[src/rtl/vga_timing_monitor.sv]
// VGA sync timing monitor: measures line/frame geometry and tracks lock against expected timing.
// Optional pixel probe is compiled in when VGA_PIXEL_PROBE_EN is defined.

module vga_timing_monitor #(
    parameter int H_TOTAL     = 800,
    parameter int H_SYNC      = 96,
    parameter int V_TOTAL     = 525,
    parameter int V_SYNC      = 2,
    parameter int LOCK_FRAMES = 2
) (
    input  logic        clock25MHz,
    input  logic        resetN,
    input  logic        hsync,
    input  logic        vsync,
    input  logic [3:0]  red,
    input  logic [3:0]  green,
    input  logic [3:0]  blue,
    input  logic [9:0]  probeH,
    input  logic [9:0]  probeV,
    output logic [10:0] lineLength,
    output logic [7:0]  hsyncWidth,
    output logic [9:0]  frameLines,
    output logic [3:0]  vsyncWidth,
    output logic        locked,
    output logic        measValid,
    output logic [7:0]  errorCount,
    output logic [11:0] probeRGB,
    output logic        probeValid
);

    localparam logic [10:0] LP_H_TOTAL = H_TOTAL[10:0];
    localparam logic [7:0]  LP_H_SYNC  = H_SYNC[7:0];
    localparam logic [9:0]  LP_V_TOTAL = V_TOTAL[9:0];
    localparam logic [3:0]  LP_V_SYNC  = V_SYNC[3:0];
    localparam logic [2:0]  LP_LOCK    = LOCK_FRAMES[2:0];

    // state  | meaning
    // SEARCH | no frame reference yet (after reset or sync loss)
    // CHECK  | counting consecutive good frames
    // LOCKED | incoming timing matches the expected geometry
    typedef enum logic [1:0] {
        S_SEARCH = 2'd0,
        S_CHECK  = 2'd1,
        S_LOCKED = 2'd2
    } state_t;

    logic [13:0] r_in_d1;
    logic [13:0] r_in_d2;
    logic        r_hs_d3;
    logic        r_vs_d3;
    logic [1:0]  r_warm;

    logic        w_hs;
    logic        w_vs;
    logic [11:0] w_rgb;
    logic        w_warm;
    logic        w_hfall;
    logic        w_hrise;
    logic        w_vfall;
    logic        w_vrise;

    assign w_hs  = r_in_d2[13];
    assign w_vs  = r_in_d2[12];
    assign w_rgb = r_in_d2[11:0];

    // Edges are only trusted once the whole delay chain holds post-reset samples.
    assign w_warm  = (r_warm == 2'd3);
    assign w_hfall = w_warm &  r_hs_d3 & ~w_hs;
    assign w_hrise = w_warm & ~r_hs_d3 &  w_hs;
    assign w_vfall = w_warm &  r_vs_d3 & ~w_vs;
    assign w_vrise = w_warm & ~r_vs_d3 &  w_vs;

    always_ff @(posedge clock25MHz or negedge resetN) begin
        if (!resetN) begin
            r_in_d1 <= '0;
            r_in_d2 <= '0;
            r_hs_d3 <= 1'b0;
            r_vs_d3 <= 1'b0;
            r_warm  <= 2'd0;
        end else begin
            r_in_d1 <= {hsync, vsync, red, green, blue};
            r_in_d2 <= r_in_d1;
            r_hs_d3 <= w_hs;
            r_vs_d3 <= w_vs;
            if (r_warm != 2'd3) begin
                r_warm <= r_warm + 2'd1;
            end
        end
    end

    logic [10:0] r_hcnt;
    logic [10:0] r_line_length;
    logic [7:0]  r_hlow_cnt;
    logic [7:0]  r_hsync_width;
    logic [9:0]  r_line_cnt;
    logic [9:0]  r_frame_lines;
    logic [3:0]  r_vlow_cnt;
    logic [3:0]  r_vsync_width;
    logic        r_frame_bad;
    logic [10:0] r_idle_cnt;

    logic [10:0] w_hcnt_inc;
    logic [7:0]  w_hlow_inc;
    logic [9:0]  w_line_inc;
    logic [9:0]  w_line_next;
    logic [3:0]  w_vlow_inc;
    logic        w_bad_evt;
    logic        w_frame_good;
    logic        w_timeout;

    assign w_hcnt_inc  = (r_hcnt == 11'h7FF) ? r_hcnt : r_hcnt + 11'd1;
    assign w_hlow_inc  = (r_hlow_cnt == 8'hFF) ? r_hlow_cnt : r_hlow_cnt + 8'd1;
    assign w_line_inc  = (r_line_cnt == 10'h3FF) ? r_line_cnt : r_line_cnt + 10'd1;
    assign w_line_next = w_hfall ? w_line_inc : r_line_cnt;
    assign w_vlow_inc  = (r_vlow_cnt == 4'hF) ? r_vlow_cnt : r_vlow_cnt + 4'd1;

    assign w_bad_evt = (w_hfall && (w_hcnt_inc != LP_H_TOTAL))
                     | (w_hrise && (r_hlow_cnt != LP_H_SYNC));

    // Events coincident with vFall still belong to the frame being closed.
    assign w_frame_good = !(r_frame_bad || w_bad_evt)
                        && (w_line_next == LP_V_TOTAL)
                        && (r_vsync_width == LP_V_SYNC);

    assign w_timeout = (r_idle_cnt == 11'd0) && !w_hfall;

    always_ff @(posedge clock25MHz or negedge resetN) begin
        if (!resetN) begin
            r_hcnt        <= '0;
            r_line_length <= '0;
            r_hlow_cnt    <= '0;
            r_hsync_width <= '0;
        end else begin
            if (w_hfall) begin
                r_hcnt        <= 11'd0;
                r_line_length <= w_hcnt_inc;
            end else begin
                r_hcnt <= w_hcnt_inc;
            end
            if (!w_hs) begin
                r_hlow_cnt <= w_hfall ? 8'd1 : w_hlow_inc;
            end
            if (w_hrise) begin
                r_hsync_width <= r_hlow_cnt;
            end
        end
    end

    always_ff @(posedge clock25MHz or negedge resetN) begin
        if (!resetN) begin
            r_line_cnt    <= '0;
            r_frame_lines <= '0;
            r_vlow_cnt    <= '0;
            r_vsync_width <= '0;
            r_frame_bad   <= 1'b0;
        end else begin
            if (w_vfall) begin
                r_frame_lines <= w_line_next;
                r_line_cnt    <= 10'd0;
                r_frame_bad   <= 1'b0;
            end else begin
                r_line_cnt <= w_line_next;
                if (w_bad_evt) begin
                    r_frame_bad <= 1'b1;
                end
            end
            if (!w_vs) begin
                if (w_vfall) begin
                    r_vlow_cnt <= w_hfall ? 4'd1 : 4'd0;
                end else if (w_hfall) begin
                    r_vlow_cnt <= w_vlow_inc;
                end
            end
            if (w_vrise) begin
                r_vsync_width <= r_vlow_cnt;
            end
        end
    end

    // Down-counter reloaded on every line start; terminal count means sync is gone.
    always_ff @(posedge clock25MHz or negedge resetN) begin
        if (!resetN) begin
            r_idle_cnt <= '0;
        end else if (w_hfall) begin
            r_idle_cnt <= 11'h7FF;
        end else if (r_idle_cnt != 11'd0) begin
            r_idle_cnt <= r_idle_cnt - 11'd1;
        end
    end

    state_t      r_state;
    state_t      w_state_next;
    logic [2:0]  r_good_cnt;
    logic [2:0]  w_good_next;
    logic        w_err_inc;
    logic        w_meas;
    logic        r_meas_valid;
    logic [7:0]  r_err_cnt;

    always_comb begin
        w_state_next = r_state;
        w_good_next  = r_good_cnt;
        w_err_inc    = 1'b0;
        w_meas       = 1'b0;
        if (w_timeout) begin
            w_state_next = S_SEARCH;
            w_good_next  = 3'd0;
            w_err_inc    = (r_state == S_LOCKED);
        end else if (w_vfall) begin
            case (r_state)
                S_SEARCH: begin
                    w_state_next = S_CHECK;
                    w_good_next  = 3'd0;
                end
                S_CHECK: begin
                    w_meas = 1'b1;
                    if (w_frame_good) begin
                        w_good_next = r_good_cnt + 3'd1;
                        if (r_good_cnt + 3'd1 == LP_LOCK) begin
                            w_state_next = S_LOCKED;
                        end
                    end else begin
                        w_good_next = 3'd0;
                    end
                end
                S_LOCKED: begin
                    w_meas = 1'b1;
                    if (!w_frame_good) begin
                        w_state_next = S_CHECK;
                        w_good_next  = 3'd0;
                        w_err_inc    = 1'b1;
                    end
                end
                default: begin
                    w_state_next = S_SEARCH;
                    w_good_next  = 3'd0;
                end
            endcase
        end
    end

    always_ff @(posedge clock25MHz or negedge resetN) begin
        if (!resetN) begin
            r_state      <= S_SEARCH;
            r_good_cnt   <= '0;
            r_meas_valid <= 1'b0;
            r_err_cnt    <= '0;
        end else begin
            r_state      <= w_state_next;
            r_good_cnt   <= w_good_next;
            r_meas_valid <= w_meas;
            if (w_err_inc && (r_err_cnt != 8'hFF)) begin
                r_err_cnt <= r_err_cnt + 8'd1;
            end
        end
    end

`ifdef VGA_PIXEL_PROBE_EN
    logic [11:0] r_probe_rgb;
    logic        r_probe_valid;

    always_ff @(posedge clock25MHz or negedge resetN) begin
        if (!resetN) begin
            r_probe_rgb   <= '0;
            r_probe_valid <= 1'b0;
        end else if ((r_hcnt == {1'b0, probeH}) && (r_line_cnt == probeV)) begin
            r_probe_rgb   <= w_rgb;
            r_probe_valid <= 1'b1;
        end else begin
            r_probe_valid <= 1'b0;
        end
    end

    assign probeRGB   = r_probe_rgb;
    assign probeValid = r_probe_valid;
`else
    logic w_probe_unused;
    assign w_probe_unused = ^{probeH, probeV, w_rgb};
    assign probeRGB       = 12'd0;
    assign probeValid     = 1'b0;
`endif

    assign lineLength = r_line_length;
    assign hsyncWidth = r_hsync_width;
    assign frameLines = r_frame_lines;
    assign vsyncWidth = r_vsync_width;
    assign locked     = (r_state == S_LOCKED);
    assign measValid  = r_meas_valid;
    assign errorCount = r_err_cnt;

endmodule

[config.mk]
export PLATFORM = sky130hd
export DESIGN_NAME = vga_timing_monitor
export DESIGN_NICKNAME = d
export VERILOG_FILES = /design/src/rtl/vga_timing_monitor.sv
export SDC_FILE = /design/constraint.sdc
export NUM_CORES = 1
export LEC_CHECK = 0
export CAP_MARGIN = 20
export CORE_ASPECT_RATIO = 0.7
export CORE_MARGIN = 2
export CORE_UTILIZATION = 56
export CTS_CLUSTER_DIAMETER = 50
export DETAILED_ROUTE_END_ITERATION = 8
export PLACE_DENSITY = 0.81
export SETUP_SLACK_MARGIN = 0.1
export SLEW_MARGIN = 20
export SYNTH_ARGS = -nofsm -noshare
export SYNTH_HDL_FRONTEND = slang
export SYNTH_SLANG_ARGS = --single-unit
[constraint.sdc]
create_clock -name clock25MHz -period 8.51 [get_ports clock25MHz]
set_input_delay 0.851 -clock clock25MHz [delete_from_list [all_inputs] [get_ports clock25MHz]]
set_output_delay 0.851 -clock clock25MHz [all_outputs]
set_load 0.03 [all_outputs]
Yosys cells after proc, flatten, opt, wreduce, memory -nomap -nowiden. Cells that the tools add are included.

Add/subtract/negate cells: 8. Equal/unequal tests: 19. Muxes and demuxes: 33. Bitwise gates (word level): 13. Reduce and logical (&&, ||, !) cells: 21.

Operator list (count): $mux 11 (4); $mux 10 (3); $eq 10x10->1 const B (2); $add 8x1->8 const B (2); $mux 8 (2); $mux 3 (4); $mux 4 (3); $add 11x1->11 const B (1); $eq 11x11->1 const B (1); $logic_not 11->1 (1); $ne 11x10->1 const B (1); $reduce_bool 11->1 (1); $sub 11x1->11 const B (1); $add 10x1->10 const B (1); $mux 1 (10); $mux 2 (5); $and 1x1->1 (8); $eq 8x8->1 const B (1); $ne 8x7->1 const B (1); $ne 8x8->1 const B (1); $reduce_bool 2->1 (4); $logic_and 1x1->1 (6); $ne 2x2->1 const B (3); $ne 3x3->1 const B (2); other kinds (20) (26).

Register bits after elaboration: 124. Input port bits: 36. Output and inout bits: 56. Logic and storage cells: 113.

Logic depth before layout (Yosys ltp). Gate-level depths: netlist (run 1).

Word-level depth: 14. Depth in mapped cells: 11. Depth with buffers taken out: 10.

Least setup slack after synthesis (run 1). Ideal clock, no wire load.

Path type: reg-to-reg. From: register r_warm[0]. To: register r_state[0]. Library setup time: 0.120 ns. Arrival time: 3.047 ns. Data required time: 8.390 ns. Setup slack: 5.343 ns. Cell stages (with the launch flop): 12. Buffers on the path: 2. Clock period less this slack: 3.167 ns. Cells stage by stage: dfrtp_1 ha_1 buf_2 and3b_1 buf_2 and3_1 a21o_1 or4_1 a211o_1 o41a_1 or4_1 o211a_1.

Cells in the longest elaborated chain, start to end: 11. Elaborated cells between the ends (all ways): 24. Those cells by class: eq/ne (5); mux (2); bitwise (7); reduce/logical (10).

RTL lines: start: declaration (line 51) `logic [1:0] r_warm;`; start signal: assignment (line 86) `r_warm <= r_warm + 2'd1;`; $eq 2x2->1 * (line 67) `assign w_warm = (r_warm == 2'd3);`; branches (longest 10 deep; another with $mux 10); end signal: assignment (line 249) `r_state <= w_state_next;`; end: declaration (line 191) `state_t r_state;`.

Every way passes the cells marked *. A chain may end at the register's enable or synchronous reset.

Worst setup path in the final report (run 1). Same ends and word-level chain as after synthesis.

==> results of run 1 <==
[sequential cells by signal, indices dropped and copies added (netlist names)]
name	flops
vsyncWidth	4
lineLength	11
r_line_cnt	10
r_in_d2	2
frameLines	10
r_hlow_cnt	8
hsyncWidth	8
r_idle_cnt	11
r_hs_d3	1
r_vs_d3	1
errorCount	8
r_in_d1	2
r_good_cnt	3
r_warm	2
r_vlow_cnt	4
r_hcnt	11
measValid	1
r_frame_bad	1
r_state	2
[layout by cell type, fill, tap and decap left out, drive strengths merged, types with 12 or more instances in the layout]
cell	netlist	layout
nor2	45	45
dfrtp	100	100
nand4	12	12
nand2	61	61
mux2	12	12
xnor2	13	13
conb	1	13
xor2	21	21
nand3	17	17
inv	15	17
ha	14	14
clkdlybuf4s50	0	45
o21ai	35	35
[stage by stage]
stage               std cells  total power, W  util [%]  hold WS (ps)
floorplan                 491        0.000765         -           331
global placement          625        0.000849      63.2           337
detailed placement        625        0.000861      63.2           337
CTS                       641         0.00125      66.5           353
global route              641         0.00130      66.5           367
finish                    641         0.00124      66.5           351
[report_power, final]
group          leakage (nW)  switching, W  internal (W)
Sequential             1.28     0.0000583      0.000527
Clock                 0.131      0.000181      0.000201
Combinational          1.04      0.000159      0.000109
[layout make-up]
| cell class | instances | area [um2] |
|---|---|---|
| Multi-Input combinational cell | 342 | 2150 |
| Clock inverter | 6 | 48.8 |
| Fill cell | 661 | 2830 |
| Sequential cell | 100 | 2500 |
| Inverter | 15 | 56.3 |
| Timing Repair Buffer | 48 | 473 |
| Clock buffer | 10 | 229 |
| Tap cell | 120 | 150 |
[per-layer routing]
| metal | GRT usage (%) | vias up | part of all wire [%] |
|---|---|---|---|
| li1 | - | 1713 | - |
| met1 | 30.1 | 1694 | 47 |
| met2 | 34.0 | 91 | 47 |
| met3 | 5.90 | 16 | 4.5 |
| met4 | 8.80 | 0 | 1.3 |
| met5 | 0 | - | 0 |
[cells by family after synthesis]
kind of cell	count (synthesis)	synth area share, %
and+or+nand+nor	192	19.9
DFF	100	51.5
AOI/OAI and AO/OA	69	9.27
buffers and inverters	49	5.07
xor gates and xnor gates	34	6.13
muxes	20	4.43
adders and majority gates	14	3.61
other	1	0.0772
[worst paths after layout]
kind,start,to,cells past startpoint
min reg2reg,r_in_d1[12]$_DFF_PN0_,r_in_d2[12]$_DFF_PN0_,0
max reg2reg,r_warm[0]$_DFFE_PN0P_,r_state[0]$_DFFE_PN0P_,9
min in group asynchronous,resetN,hsyncWidth[2]$_DFFE_PN0P_,1
max in group asynchronous,resetN,r_vlow_cnt[3]$_DFFE_PN0P_,2
min,r_in_d1[12]$_DFF_PN0_,r_in_d2[12]$_DFF_PN0_,0
max,r_warm[0]$_DFFE_PN0P_,r_state[0]$_DFFE_PN0P_,9
[worst max-delay path: stages (launching register included)]
cell	delay, ps
dfrtp_1	370
ha_1	340
and3b_1	880
and4_1	350
a22oi_1	70
or4_1	540
a211o_1	330
o41a_1	400
or4_1	400
o211a_1	140
==> qor.yml, run 1 <==
grt:
  track_usage_pct: 22.1
  grt_antenna_before_repair: 0
  grt-ovfl-total: 0
  grt_pass1_wl_mm: 16.3
  grt_start_max_net_pins: 66
  grt_pass1_vias: 3538
clocking:
  cts_buffers: 9
  cts-root-buf: "clkbuf_16"
  cts_hold_buf: 0
  cts_tree: "yes"
  post-cts-setup-buffer-count: 0
  htree_levels: 3
  cts.sinks: 100
  clkTransAtPathRegs_ps: 70
  clk_latency_ps: 350
  cts.path.max_buffers: 2
  cts_resized: 0
run:
  cap_violations: 0
floorplan:
  ios: 92
  die-area_um2: 9450
  fp.dieW_um: 115
  die_h_um: 81.9
  start_util_pct: 57.5
  row_count: 28
  coreArea_um2: 8440
critical_path:
  critPathKind: "register to register"
  endpoint_kind: "register"
  required_ps: 8740
  ff2ff_setup_slack_ps: 4570
  startpoint_type: "register"
  critPathMaxFanout: 26
  critPathArrivalTime_ps: 4180
timing:
  final.setup_skew_ps: 9.23
  drv_slew: 0
  fin_crit_ps: 3940
  worst_pin_slew_ps: 1000
  setup_slack_ps: 4570
  rsz0062_at_grt: "false"
  max_freq_ghz: 0.254
  hold_viol: 0
  finalSetupTns_ps: 0
  setup_viol: 0
  slew_headroom_pct: 33.2
  fin_crit_sh_pct: 46.3
synth:
  synth_cells: 479
  ys_ff_latch: 100
  yosysMostFrequentCell: "dfrtp_1"
  avgSynthCellArea_um2: 10.1
  synth_edf_count: 0
  ys.flop_type: "dfrtp_1"
  yosys-top-cells-area: "dfrtp_1 (52%), nand2_1 (4.7%), xor2_1 (3.8%)"
  synth_commonest_cells: "dfrtp_1 (100), nand2_1 (61), nor2_1 (45)"
  synth_area_um2: 4860
  synth-async-reset-ratio_pct: 100
  synth_top_cell_by_area: "dfrtp_1"
  ys_warn_count: 0
  netlist.area_leader.share_pct: 51.5
  synth_cell_types: 52
  yosysSeqAreaShare_pct: 51.5
drt:
  ant_nets: 0
  drt_pre_antenna_iters: 4
  drtIter0Drc: 169
  vias: 3514
  routed_wl_mm: 9.41
  via_per_inst: 5.48
  drcViolationCount: 0
  drt-wirelength-per-cell_um: 14.7
power_and_ir_drop:
  power_density_nw_per_um2: 220
  ir_drop_mv: 0.131
  p_leak_nw: 2.45
placed_design:
  pre_cts_slack_ps: 4620
  gp_congestion: 0.896
  placement.io_buffers: 46
  dp_hpwl_mm: 6.48
  dpl-instance-area_um2: 5340
outcome:
  status: "complete, no violations"
hold_path:
  hp-class: "register to register"
final_layout:
  drive_gt1_share_pct: 6.72
  n_antenna_cell: 0
  fin_nets: 566
  area_growth_pct: 15.6
  stdcell_area_um2: 5610
(Power assumes the default switching activity.)
==> run 2, diff against run 1 <==
- CORE_UTILIZATION: 56 -> 47
- PLACE_DENSITY: 0.81 -> 0.72
- clock period: 8.51 -> 3.3 ns (I/O delays scaled with it)
==> run 2 against run 1 <==
Largest cell class unchanged; utilization down 9.3 points; clock skew down 4.6 ps; design area up 4.0%; global-route usage down 3.6 points; highest routed layer unchanged; non-clock buffer count up 20; first-iteration DRC count up 19%; register-to-register slack worse by 4400 ps; worst setup slack worse by 4400 ps; largest power group unchanged.
==> qor.yml, run 2 (same netlist as run 1, synthesis figures left out) <==
timing:
  slew_headroom_pct: 49.8  # +17 points
  final.setup_skew_ps: 4.60  # -4.63 ps
  setup_viol: 0  # unchanged
  worst_pin_slew_ps: 743  # -259 ps
  fin_crit_ps: 3100  # -849 ps
  hold_viol: 0  # unchanged
  rsz0062_at_grt: "false"
  drv_slew: 0  # unchanged
  finalSetupTns_ps: 0  # unchanged
  hold_slack_ps: 40.5  # -310 ps
  max_freq_ghz: 0.323  # +27%
  fin_crit_sh_pct: 93.8  # +47 points
clocking:
  cts-root-buf: "clkbuf_16"
  cts.path.max_buffers: 2  # unchanged
  htree_levels: 3  # unchanged
  clkTransAtPathRegs_ps: 60  # about the same
  cts_buffers: 9  # unchanged
  cts_tree: "yes"
  cts.sinks: 100  # unchanged
  clk_latency_ps: 350  # about the same
grt:
  grt_pass1_wl_mm: 16.5  # +0.89%
  track_usage_pct: 18.5  # -3.6 points
  grt-ovfl-total: 0  # unchanged
  grt_antenna_before_repair: 0  # unchanged
  grt_pass1_vias: 3444  # -2.7%
  grt_start_max_net_pins: 56  # -15%
critical_path:
  critPathKind: "register to register"
  endpoint_kind: "register"
  critPathArrivalTime_ps: 3330  # -850 ps
  startpoint_type: "register"
  critPathMaxFanout: 5  # -81%
  required_ps: 3540  # -5200 ps
final_layout:
  area_growth_pct: 20.2
  n_antenna_cell: 0  # unchanged
  regArea_um2: 2500  # unchanged
  drive_gt1_share_pct: 11.3  # +4.6 points
  final_common_cell: "dfrtp_1"
  layout_common_cells: "dfrtp_1 (100), nand2_1 (61), nor2_1 (45), clkdlybuf4s50_1 (45), o21ai_0 (33)"
  fin_nets: 586  # +3.5%
  multiInputGateArea_um2: 2180  # +1.0%
  final_core_util_pct: 57.2  # -9.3 points
  fillers: 866  # +31%
power_and_ir_drop:
  clkPwrFrac_pct: 32.6  # +1.7 points
  swShare_pct: 30.4  # -1.8 points
  power_density_nw_per_um2: 576  # +160%
  ir_drop_mv: 0.370  # +180%
  comb_power_share_pct: 23.5  # +1.8 points
  internal_power_w: 0.00234  # +180%
  pwr-share-seq_pct: 44.0  # -3.4 points
  finalPower_w: 0.00336  # +170%
  p_leak_nw: 2.58  # +5.1%
  p_switching_w: 0.00102  # +160%
run:
  cap_violations: 0  # unchanged
floorplan:
  start_util_pct: 47.6  # -9.9 points
  ios: 92  # unchanged
  row_count: 31  # +11%
  coreArea_um2: 10200  # +21%
  die-area_um2: 11200  # +18%
  die_h_um: 89.1  # +8.7%
  fp.dieW_um: 126  # +8.8%
drt:
  vias: 3624  # +3.1%
  drcViolationCount: 0  # unchanged
  routed_wl_mm: 9.91  # +5.3%
  ant_nets: 0  # unchanged
  via_per_inst: 5.38  # -1.8%
  drt-wirelength-per-cell_um: 14.7  # +0.34%
  drtIter0Drc: 201  # +19%
  drt_pre_antenna_iters: 4  # unchanged
placed_design:
  placement.io_buffers: 46  # unchanged
  gp_congestion: 0.820  # -8.5%
  dp_hpwl_mm: 6.90  # +6.4%
outcome:
  status: "complete, no violations"
hold_path:
  hp-class: "input port to asynchronous set/reset pin"
run 2: changes by cell type in the layout (fill, tap and decap cells not counted), moves of 2 or more:
| cell | previous run | this run |
|---|---|---|
| and4_1 | 8 | 6 |
| buf_4 | 3 | 23 |
| and4_2 | 0 | 2 |
| clkbuf_8 | 0 | 3 |
| clkinvlp_4 | 2 | 0 |
run 2: path summary, 6_finish.rpt:
check	depth (start not counted)	start	to	slack (ps)
min reg2reg	0	r_in_d1[12]$_DFF_PN0_	r_in_d2[12]$_DFF_PN0_	350
min in group clock25MHz	0	r_in_d1[12]$_DFF_PN0_	r_in_d2[12]$_DFF_PN0_	350
max	9	r_hcnt[0]$_DFF_PN0_	r_state[0]$_DFFE_PN0P_	200
max reg2reg	9	r_hcnt[0]$_DFF_PN0_	r_state[0]$_DFFE_PN0P_	200
min	1	resetN	hsyncWidth[4]$_DFFE_PN0P_	40
max in group asynchronous	2	resetN	errorCount[6]$_DFFE_PN0P_	2460
run 2: repair_timing:
| item | CTS | global route |
|---|---|---|
| hold buffers | 0 | 0 |
| resized for setup | 0 | 7 |
| setup endpoints to repair | 0 | 1 |
| setup buffers | 0 | 0 |
run 2: power groups by stage:
stage | combinational (W) | clock (W) | sequential, W
6_report | 0.000788 | 0.00109 | 0.00148
5_1_grt | 0.000865 | 0.00117 | 0.00150
4_1_cts | 0.000790 | 0.00112 | 0.00148
2_1_floorplan | 0.000370 | 0 | 0.00160
3_3_place_gp | 0.000756 | 0 | 0.00149
3_5_place_dp | 0.000784 | 0 | 0.00150
run 2: per-layer routing:
metal  vias to the layer above  track usage, %  share of wire, %
li1                       1754               -                 -
met2                        78            29.8                46
met3                         8            4.37               4.3
met1                      1784            25.7                48
met5                         -               0                 0
met4                         0            4.85              0.97
run 2: final cells by class:
cell class	instances	area share (%)
Clock buffer	13	4.63
Timing Repair Buffer	68	10.7
Clock inverter	3	0.750
Inverter	15	0.964
Sequential cell	100	42.9
Tap cell	132	2.83
Multi-Input combinational cell	342	37.3
run 2: worst max-delay path, cell delays in order, from the launching register on:
cell	delay, ps
dfrtp_1	380
ha_1	230
buf_4	160
a2111oi_2	340
o22ai_1	150
a2111o_1	440
a211o_1	360
o41a_1	390
or4_1	400
o211a_1	130
run 2: stage by stage:
step | std cells | instance area (um2) | setup slack (ps)
after floorplan | 491 | 4900 | 133
after global placement | 657 | 5500 | 223
after detailed placement | 657 | 5500 | 161
after CTS | 673 | 5820 | 134
after global routing | 673 | 5840 | 77.9
final | 673 | 5840 | 205
==> run 3, diff against run 2 <==
- ABC_AREA: unset -> 1
- CORE_UTILIZATION: 47 -> 57
- DONT_BUFFER_PORTS: unset -> 1
- PLACE_DENSITY: 0.72 -> 0.71
- SKIP_LAST_GASP: unset -> 1
==> run 3 against run 2 <==
Global-route usage up 3.6 points; sequential share of layout area is 2.2 points higher; die area is 12% lower; area after synthesis rose by 6.4%; clock skew grew 6.6 ps; cell count up 11%; maximum frequency up 12%; design area decreased by 4.8%; first-iteration DRC count grew 23%.
==> qor.yml, run 3 <==
grt:
  track_usage_pct: 22.1  # +3.6 points
  grt_start_max_net_pins: 101  # +80%
  grt-ovfl-total: 0  # unchanged
  grt_pass1_vias: 3668  # +6.5%
  grt_pass1_wl_mm: 17.5  # +6.0%
  grt_antenna_before_repair: 0  # unchanged
drt:
  vias: 3984  # +9.9%
  drt_pre_antenna_iters: 5  # +1
  ant_nets: 0  # unchanged
  drtIter0Drc: 248  # +23%
  routed_wl_mm: 10.2  # +2.4%
  drt-wirelength-per-cell_um: 13.6  # -7.7%
  drcViolationCount: 0  # unchanged
  via_per_inst: 5.33  # -0.96%
timing:
  worst_pin_slew_ps: 662  # -80.6 ps
  setup_viol: 0  # unchanged
  fin_crit_sh_pct: 83.9  # -9.9 points
  setup_slack_ps: 531  # +326 ps
  finalSetupTns_ps: 0  # unchanged
  slew_headroom_pct: 55.7  # +5.8 points
  max_freq_ghz: 0.361  # +12%
  rsz0062_at_grt: "false"
  drv_slew: 0  # unchanged
  hold_viol: 0  # unchanged
  final.setup_skew_ps: 11.2  # +6.65 ps
  fin_crit_ps: 2770  # -326 ps
floorplan:
  fp.dieW_um: 118  # -6.1%
  coreArea_um2: 8930  # -12%
  start_util_pct: 57.9  # +10 points
  row_count: 29  # -6.5%
  ios: 92  # unchanged
  die_h_um: 83.7  # -6.1%
  die-area_um2: 9860  # -12%
final_layout:
  final_common_cell: "nand2_1"
  stdcell_area_um2: 5560  # -4.8%
  fin_nets: 668  # +14%
  drive_gt1_share_pct: 9.95  # -1.3 points
  fillers: 762  # -12%
  n_antenna_cell: 0  # unchanged
  layout_common_cells: "nand2_1 (138), dfrtp_1 (100), inv_1 (75), nor2_1 (55), o21ai_0 (49)"
  final_core_util_pct: 62.2  # +5.0 points
  area_growth_pct: 7.48
critical_path:
  crit_buf_inv: 1  # unchanged
  required_ps: 3540  # about the same
  critPathMaxStageDelay_ps: 400  # -40 ps
  critPathKind: "register to register"
  endpoint_kind: "register"
  critPathArrivalTime_ps: 3010  # -320 ps
  startpoint_type: "register"
  critical-path-top-delay-family: "simple AND/OR/NAND/NOR gates"
  path_common_cell: "nand2_1"
  cpMaxStageDelayCell: "dfrtp_1"
  critPathMaxFanout: 12  # +7
  cp_cell_sequence: "ha_1 > nand2_1 > nor2_2 > nand3_1 > nand2_1 > inv_1 > nor2_1 > nand3_1 > nor2_1 > nand2_1 > nand2_1 > nand3_2 > o21bai_1 > nand2_1 > nand2_1 > nand2_1"
  ff2ff_setup_slack_ps: 530  # +330 ps
synth:
  yosysMostFrequentCell: "nand2_1"
  synth_area_um2: 5170  # +6.4%
  avgSynthCellArea_um2: 8.39  # -17%
  netlist.area_leader.share_pct: 48.4  # -3.1 points
  synth_cell_types: 45  # -13%
  ys_warn_count: 0  # unchanged
  yosys-top-cells-area: "dfrtp_1 (48%), nand2_1 (10%), inv_1 (5.4%)"
  synth_cells: 616  # +29%
  ys.flop_type: "dfrtp_1"
  synth_edf_count: 0  # unchanged
  synth_top_cell_by_area: "dfrtp_1"
  ys_ff_latch: 100  # unchanged
  synth_commonest_cells: "nand2_1 (138), dfrtp_1 (100), inv_1 (75)"
  yosysSeqAreaShare_pct: 48.4  # -3.1 points
  synth-async-reset-ratio_pct: 100  # unchanged
clocking:
  clk_latency_ps: 350  # about the same
  clkTransAtPathRegs_ps: 70  # about the same
  htree_levels: 3  # unchanged
  cts_buffers: 9  # unchanged
  post-cts-setup-buffer-count: 0  # unchanged
  cts_resized: 0  # unchanged
  cts.path.max_buffers: 2  # unchanged
  cts_hold_buf: 4  # +4
  cts.sinks: 100  # unchanged
  cts_tree: "yes"
  cts-root-buf: "clkbuf_16"
placed_design:
  dp_hpwl_mm: 7.09  # +2.7%
  placement.io_buffers: 0  # -100%
  pre_cts_slack_ps: 546  # +385 ps
  gp_congestion: 0.846  # +3.2%
  dpl-instance-area_um2: 5200  # -5.4%
power_and_ir_drop:
  ir_drop_mv: 0.396  # +7.0%
  p_leak_nw: 2.63  # +2.2%
  power_density_nw_per_um2: 587  # +2.0%
hold_path:
  hp-class: "register to register"
run:
  cap_violations: 0  # unchanged
outcome:
  status: "complete, no violations"
## run 3: area by class of cell
class / count / area (um2) / share of cell area, %
Multi-Input combinational cell: 420 / 2220 / 40.0
Inverter: 80 / 302 / 5.43
Sequential cell: 100 / 2500 / 45.0
Tap cell: 124 / 155 / 2.79
Timing Repair Buffer: 7 / 80.1 / 1.44
Clock buffer: 11 / 233 / 4.19
Clock inverter: 5 / 60.1 / 1.08
## run 3: layer usage
| metal | up-vias | track usage (%) | part of all wire, % |
|---|---|---|---|
| met3 | 9 | 7.04 | 5.4 |
| met2 | 83 | 31.8 | 44 |
| met5 | - | 0 | 0 |
| met4 | 0 | 6.13 | 0.70 |
| met1 | 1924 | 32.3 | 50 |
| li1 | 1968 | - | - |
## run 3: logic make-up (layout without fill, tap and decap cells)
logic type               count (synthesis)  in the layout  share of synthesized area, %
multiplexers                             1              1                         0.218
other                                    1             13                        0.0726
buffers and inverters                  108            103                          9.44
adder cells (fa/ha/maj)                 14             14                          3.39
XOR/XNOR                                12             12                          2.03
flip-flops                             100            100                          48.4
AND/OR/NAND/NOR                        291            291                          27.0
AO/OA/AOI/OAI                           89             89                          9.39
## run 3: path summary, 6_finish.rpt
kind / start / endpoint / cells past startpoint
max: r_hcnt[0]$_DFF_PN0_ / r_state[1]$_DFFE_PN0P_ / 16
min: r_in_d1[12]$_DFF_PN0_ / r_in_d2[12]$_DFF_PN0_ / 0
max reg2reg: r_hcnt[0]$_DFF_PN0_ / r_state[1]$_DFFE_PN0P_ / 16
min reg2reg: r_in_d1[12]$_DFF_PN0_ / r_in_d2[12]$_DFF_PN0_ / 0
max in group asynchronous: resetN / errorCount[2]$_DFFE_PN0P_ / 2
min in group asynchronous: resetN / lineLength[0]$_DFFE_PN0N_ / 2
## run 3: stage by stage
step / total power [W] / cells / hold slack (ps)
after floorplan: 0.00210 / 628 / 34.4
after global placement: 0.00217 / 727 / 36.9
after detailed placement: 0.00220 / 727 / 36.2
after CTS: 0.00329 / 747 / 365
after global routing: 0.00344 / 747 / 367
final: 0.00326 / 747 / 359
## run 3: power breakdown
part / total [W] / switching, W / internal [W] / leakage (nW)
Sequential: 0.00166 / 0.000279 / 0.00138 / 1.27
Clock: 0.00105 / 0.000459 / 0.000591 / 0.140
Combinational: 0.000557 / 0.000362 / 0.000195 / 1.22
Total: 0.00326 / 0.00110 / 0.00216 / 2.63
